==> src/rtl/ram_wt.sv <==
// ram_wt: write side of the cpu15 RAM/IO block.
// It owns eight 16-bit RAM words at addresses 0x00-0x07 and the IO64 output
// port at IO_OUT_AD. Every output comes straight from a flop.
//
// Ports:
//   CLK_WT       clock, rising edge active
//   RESET_N      asynchronous active-low reset
//   RAM_WEN      store strobe
//   RAM_AD_IN    store address (8 bits, fully decoded)
//   RAM_IN       store data (16 bits)
//   RAM_0..RAM_7 registered RAM words, read by the read decoder
//   IO64_OUT     registered output-port data
//   IO64_VALID   output-port data valid, held until acknowledged
//   IO64_ACK     external device accepts IO64_OUT
//   WT_BUSY      copy of IO64_VALID
//   WT_ERR       one-cycle pulse flagging a rejected store
module ram_wt #(
    parameter logic [7:0] IO_OUT_AD = 8'h40,
    parameter logic [7:0] IO_IN_AD  = 8'h41
) (
    input  logic        CLK_WT,
    input  logic        RESET_N,
    input  logic        RAM_WEN,
    input  logic [7:0]  RAM_AD_IN,
    input  logic [15:0] RAM_IN,
    output logic [15:0] RAM_0,
    output logic [15:0] RAM_1,
    output logic [15:0] RAM_2,
    output logic [15:0] RAM_3,
    output logic [15:0] RAM_4,
    output logic [15:0] RAM_5,
    output logic [15:0] RAM_6,
    output logic [15:0] RAM_7,
    output logic [15:0] IO64_OUT,
    output logic        IO64_VALID,
    input  logic        IO64_ACK,
    output logic        WT_BUSY,
    output logic        WT_ERR
);

    typedef enum logic [0:0] {
        ST_IDLE = 1'b0,
        ST_SEND = 1'b1
    } state_t;

    state_t      state_q, state_d;
    logic [15:0] ram_q [0:7];
    logic [15:0] ram_d [0:7];
    logic [15:0] io_out_q, io_out_d;
    logic        io_valid_q, io_valid_d;
    logic        err_q, err_d;

    logic        ram_hit_s;
    logic        io_out_hit_s;
    logic        io_in_hit_s;
    logic        unmapped_s;
    logic        busy_reject_s;

    // Address decode of the current store cycle.
    always_comb begin
        ram_hit_s    = RAM_WEN & (RAM_AD_IN[7:3] == 5'b00000);
        io_out_hit_s = RAM_WEN & (RAM_AD_IN == IO_OUT_AD);
        io_in_hit_s  = RAM_WEN & (RAM_AD_IN == IO_IN_AD);
        // Everything else, including 0x08 and 0x48, counts as unmapped.
        unmapped_s   = RAM_WEN & ~ram_hit_s & ~io_out_hit_s;
    end

    // RAM word update; it does not depend on the IO64 state.
    always_comb begin
        for (int i = 0; i < 8; i++) begin
            ram_d[i] = (ram_hit_s && (RAM_AD_IN[2:0] == 3'(i))) ? RAM_IN : ram_q[i];
        end
    end

    // IO64 handshake FSM next-state logic, plus the error flag.
    always_comb begin
        state_d       = state_q;
        io_out_d      = io_out_q;
        io_valid_d    = io_valid_q;
        busy_reject_s = 1'b0;
        case (state_q)
            ST_IDLE: begin
                // IO64_ACK has no effect while nothing is pending.
                if (io_out_hit_s) begin
                    io_out_d   = RAM_IN;
                    io_valid_d = 1'b1;
                    state_d    = ST_SEND;
                end else begin
                    io_valid_d = 1'b0;
                end
            end
            ST_SEND: begin
                if (IO64_ACK) begin
                    if (io_out_hit_s) begin
                        // Accept cycle: the old word is delivered and the new word is presented.
                        io_out_d   = RAM_IN;
                        io_valid_d = 1'b1;
                    end else begin
                        io_valid_d = 1'b0;
                        state_d    = ST_IDLE;
                    end
                end else begin
                    // The word is still pending, so a new store to the port is refused.
                    busy_reject_s = io_out_hit_s;
                end
            end
            default: begin
                state_d    = ST_IDLE;
                io_valid_d = 1'b0;
            end
        endcase
        err_d = io_in_hit_s | unmapped_s | busy_reject_s;
    end

    // State and output registers.
    always_ff @(posedge CLK_WT or negedge RESET_N) begin
        if (!RESET_N) begin
            state_q    <= ST_IDLE;
            io_out_q   <= 16'h0000;
            io_valid_q <= 1'b0;
            err_q      <= 1'b0;
            for (int i = 0; i < 8; i++) begin
                ram_q[i] <= 16'h0000;
            end
        end else begin
            state_q    <= state_d;
            io_out_q   <= io_out_d;
            io_valid_q <= io_valid_d;
            err_q      <= err_d;
            for (int i = 0; i < 8; i++) begin
                ram_q[i] <= ram_d[i];
            end
        end
    end

    assign RAM_0      = ram_q[0];
    assign RAM_1      = ram_q[1];
    assign RAM_2      = ram_q[2];
    assign RAM_3      = ram_q[3];
    assign RAM_4      = ram_q[4];
    assign RAM_5      = ram_q[5];
    assign RAM_6      = ram_q[6];
    assign RAM_7      = ram_q[7];
    assign IO64_OUT   = io_out_q;
    assign IO64_VALID = io_valid_q;
    assign WT_BUSY    = io_valid_q;
    assign WT_ERR     = err_q;

endmodule

==> config.mk <==
export PLATFORM = sky130hd
export DESIGN_NAME = ram_wt
export DESIGN_NICKNAME = d
export VERILOG_FILES = /design/src/rtl/ram_wt.sv
export SDC_FILE = /design/constraint.sdc
export NUM_CORES = 1
export LEC_CHECK = 0
export ABC_AREA = 0
export CAP_MARGIN = 10
export CORE_UTILIZATION = 35
export DETAILED_ROUTE_END_ITERATION = 8
export SYNTH_ARGS = -nofsm -noshare
export SYNTH_HDL_FRONTEND = slang
export SYNTH_SLANG_ARGS = --single-unit
==> constraint.sdc <==
create_clock -name CLK_WT -period 1.7 [get_ports CLK_WT]
set_clock_uncertainty 0.05 [all_clocks]
set_input_delay 0.17 -clock CLK_WT [delete_from_list [all_inputs] [get_ports CLK_WT]]
set_output_delay 0.17 -clock CLK_WT [all_outputs]
set_load 0.01 [all_outputs]
======== Yosys cells after proc, flatten, opt, wreduce, memory -nomap -nowiden ========
Index checks and enable logic that the tools add are counted.
storage, ports and cells
  register bits after elaboration ......... 147
  bits of input ports ..................... 28
cells by class
  eq/ne operators ......................... 10
  muxes and demuxes ....................... 10
  bitwise operators ....................... 10
  reductions and logical operators ........ 10
operators by type and width
  kind                count
  $mux 16             2
  $pmux 16 s2         1
  $eq 8x7->1 const B  2
  $eq 3x3->1 const B  4
  $logic_and 1x1->1   8
  $eq 3x2->1 const B  2
  $and 1x1->1         5
  $logic_not 5->1     1
  $mux 1              5
  $pmux 1 s2          2
  $eq 3x1->1 const B  1
  $logic_not 3->1     1
  $not 1->1           3
  $ne 2x2->1 const B  1
  $or 1x1->1          2

======== Depth between registers and ports, before layout ========
Gate-level depths: netlist of run 1.
  depth in word-level cells ............... 7
  gate-level depth with buffers ........... 5
  depth with buffers taken out ............ 3

======== Worst setup path after synthesis of run 1 ========
No wires, ideal clock.
  kind .................................... input to register
  start ................................... input RAM_AD_IN[3]
  end ..................................... register ram_q (netlist bit RAM_3[10])
  arrival ................................. 1.816 ns
  setup slack ............................. -0.290 ns
  stages on the path ...................... 5
  path through ............................ or4_1 > buf_4 > nor4b_4 > buf_6 > mux2_2
between the ends
  word-level cells in the longest chain between the ends .. 3
ends and longest elaborated chain
  what                           RTL line  text
  start, declared                24        input logic [7:0] RAM_AD_IN,
  $logic_not 5->1                61        ram_hit_s = RAM_WEN & (RAM_AD_IN[7:3] == 5'b00000);
  $and 1x1->1                    61
  $logic_and 1x1->1              71        ram_d[i] = (ram_hit_s && (RAM_AD_IN[2:0] == 3'(i))) ? RAM_IN : ram_q[i];
  end signal, assigned by index  131       ram_q[i] <= ram_d[i];
  end, declared                  47        logic [15:0] ram_q [0:7];
No other way between the ends.
A chain may end at the register's enable or synchronous reset.

======== Worst setup path in the final report of run 1 ========
  start ................................... input RAM_AD_IN[3]
  end ..................................... register ram_q (netlist bit RAM_3[4])
Same word-level chain as after synthesis.

==> results of run 1 <==
cell families (layout without fill, tap and decap cells):
family | after synthesis | count (layout) | share of synthesized area
buf+inv | 15 | 245 | 0.0162
simple gates | 19 | 19 | 0.0387
mux | 144 | 144 | 0.288
flops | 147 | 147 | 0.653
compound gates | 3 | 3 | 0.00356
power groups by stage:
stage                     registers [uW]  logic [uW]  clock network [uW]
after CTS                           3760         899                3640
after detailed placement            3820         886                   0
final                               3760         881                3570
after global routing                3780         949                3800
after global placement              3810         876                   0
after floorplan                     3890         200                   0
critical path, cell delays in order:
cell and delay [ns]:
clkdlybuf4s15_1 0.21, or4_4 0.49, nor4b_4 0.36, buf_4 0.20, buf_8 0.13, mux2_4 0.31
layer usage:
layer / GRT usage / up-vias / wire length (um)
met5: 0 / - / 0
met1: 0.253 / 1858 / 6890
li1: - / 1622 / -
met2: 0.294 / 141 / 6680
met4: 0.0561 / 0 / 150
met3: 0.0894 / 14 / 1410
cell usage in the layout (no fill, tap or decap):
| cell type | synthesis | routed |
|---|---|---|
| nor3_1 | 1 | 1 |
| buf_8 | 0 | 1 |
| o21ai_0 | 1 | 1 |
| bufinv_16 | 0 | 2 |
| nor3b_1 | 1 | 1 |
| nor3_4 | 1 | 1 |
| nand3b_1 | 1 | 1 |
| nand2b_1 | 1 | 1 |
| inv_1 | 2 | 2 |
| buf_12 | 0 | 5 |
| or4_4 | 0 | 1 |
| nand3_1 | 1 | 1 |
| buf_6 | 1 | 4 |
| clkbuf_1 | 2 | 2 |
| nor4b_2 | 0 | 1 |
| clkdlybuf4s15_1 | 0 | 1 |
| buf_4 | 6 | 30 |
| nor4_4 | 2 | 3 |
| o21a_1 | 1 | 1 |
| clkdlybuf4s50_1 | 0 | 166 |
| clkbuf_16 | 0 | 17 |
| buf_2 | 4 | 1 |
| clkbuf_2 | 0 | 2 |
| dlygate4sd3_1 | 0 | 1 |
| nor4b_4 | 1 | 1 |
| nand4_2 | 3 | 3 |
| dfrtp_1 | 147 | 147 |
| mux2_4 | 0 | 41 |
| nand4b_2 | 2 | 2 |
| clkbuf_8 | 0 | 2 |
| a21boi_0 | 1 | 1 |
| bufbuf_16 | 0 | 1 |
| nand2_1 | 2 | 2 |
| clkinv_2 | 0 | 5 |
| mux2_2 | 144 | 103 |
| dlymetal6s2s_1 | 0 | 3 |
worst min-delay path by stage:
stage | to | slack, ns | cells after the start
after global placement | RAM_0[6]$_DFFE_PN0P_ | -0.04 | 1
final | WT_ERR$_DFF_PN0_ | 0.06 | 2
after detailed placement | RAM_0[6]$_DFFE_PN0P_ | -0.04 | 1
after floorplan | IO64_OUT[0]$_DFFE_PN0P_ | -0.18 | 0
after CTS | RAM_0[6]$_DFFE_PN0P_ | 0.1 | 2
after global routing | WT_ERR$_DFF_PN0_ | 0.05 | 2
stage by stage:
stage | utilization | total power, uW | cell area, um^2
after CTS | 0.562 | 8290 | 8670
after global routing | 0.563 | 8530 | 8680
final | 0.563 | 8210 | 8680
after global placement | 0.520 | 4690 | 8020
after detailed placement | 0.520 | 4710 | 8020
after floorplan | - | 4080 | 5790
repair_timing:
item	4_1_cts	5_1_grt
pin swaps	3	2
hold endpoints to repair	147	0
buffers inserted	3	0
resized for setup	14	13
setup endpoints to repair	64	43
gates cloned	1	0
hold buffers	1	0
cell type report:
type	instances	area share
flip-flops and latches	147	0.424
repair buffers	215	0.248
multi-input cells	166	0.234
clock buffers	21	0.0530
well taps	211	0.0304
clock inverters	7	0.00980
inverters	2	0.000865
==> results.json, run 1 <==
{
  "max-vdd-ir-drop_mv": 0.738,
  "power.switching_uw": 1840,
  "yosys-top-cells-count": "dfrtp_1 (147), mux2_2 (144), buf_4 (6), buf_2 (4), nand4_2 (3)",
  "cts_tree": "built",
  "critPathRequiredTime_ns": 1.94,
  "ys_seq_area_frac": 0.653,
  "ff2ff_path_depth": 4,
  "dpl.cell_count": 736,
  "dp_hpwl_um": 10600,
  "cap_violations": 0,
  "tns_ns": 0,
  "fin_nets": 577,
  "syn_nets": 356,
  "via_per_inst": 4.73,
  "status": "completed",
  "diodes": 0,
  "hold_violations": 0,
  "postSynthCellCount": 328,
  "drtAntennaViolNets": 0,
  "cts_buffers": 17,
  "synth_ff_type": "dfrtp_1",
  "io_pins": 175,
  "path_clk_slew_ns": 0.06,
  "yosysWarnings": 0,
  "regToRegStartpoint": "state_q$_DFF_PN0_",
  "pre_cts_ws_ns": -0.633,
  "synth_seq_cells": 147,
  "pwr-share-comb": 0.107,
  "max_freq_ghz": 0.617,
  "setup_viol": 0,
  "pwr-share-seq": 0.458,
  "fp.dieH_um": 129,
  "synth_top_area_frac": 0.653,
  "min_period_ns": 1.62,
  "area_growth_syn_to_layout_pct": 54.2,
  "grt_overflow_total": 0,
  "antenna_found_initial": 0,
  "worstHoldStart": "RAM_WEN",
  "clock_path_buffers": 2,
  "holdWs_ns": 0.0649,
  "synth_edf_count": 0,
  "critical_path_class": "input port to flop",
  "fin_crit_sh": 0.954,
  "gp_congestion": 0.741,
  "grt_use_total": 0.196,
  "worst_slack_ns": 0.0780,
  "grt_max_degree": 60,
  "rsz0062_at_grt": "no",
  "start_util": 0.365,
  "timing.rr.end": "IO64_OUT[8]$_DFFE_PN0P_",
  "die_w_um": 129,
  "power.density_nw_per_um2": 946,
  "avgSynthCellArea_um2": 17.2,
  "end_kind": "flop",
  "layout-drive-gt1-share": 0.405,
  "crit_fanout": 6,
  "initialDrtViolationCount": 160,
  "root_buffer": "clkbuf_16",
  "power.leakage_uw": 0.00416,
  "worstMarginPinSlew_ns": 0.494,
  "synth-async-reset-ratio": 1.00,
  "routed_wl_um": 15100,
  "routedWlPerCell_um": 19.7,
  "drc": 0,
  "h-tree-depth": 4,
  "clkLatencyLatePin_ns": 0.41,
  "rrSetupSlack_ns": 0.41,
  "syn_area_um2": 5630,
  "coreArea_um2": 15400,
  "multiInputGateArea_um2": 2030,
  "p_sw_frac": 0.224,
  "grt_pass1_wl_um": 23500,
  "synth_area_leaders": "dfrtp_1 (65%), mux2_2 (29%), buf_4 (0.80%)",
  "yosysMostFrequentCell": "dfrtp_1",
  "seqCellArea_um2": 3680,
  "p_int_uw": 6370,
  "io_buffers": 174,
  "worstPathArrival_ns": 1.87,
  "vias": 3635,
  "dieArea_um2": 16600,
  "cts_num_sinks": 147,
  "fillerInstances": 1267,
  "finalNonFillerCells": 769,
  "critPathLaunchType": "input port",
  "hold_path_class": "input port to flop",
  "critPathLaunch": "RAM_AD_IN[3]",
  "slew_headroom": 0.669,
  "synth_top_area_cell": "dfrtp_1",
  "grt_pass1_vias": 3848,
  "endpoint": "RAM_3[4]$_DFFE_PN0P_",
  "placementRows": 45,
  "firstDrtPassIters": 4,
  "drv_slew": 0,
  "clkPwrFrac": 0.435,
  "ys_types": 24
}
Note: power is estimated with default switching activity, not from simulation.
==> run 2, diff against run 1 <==
- ABC_CLOCK_PERIOD_IN_PS: default -> 1700
- SKIP_LAST_GASP: default -> 1
==> results of run 2 <==
No change in the layout: final DEF, timing and power equal those of run 1.
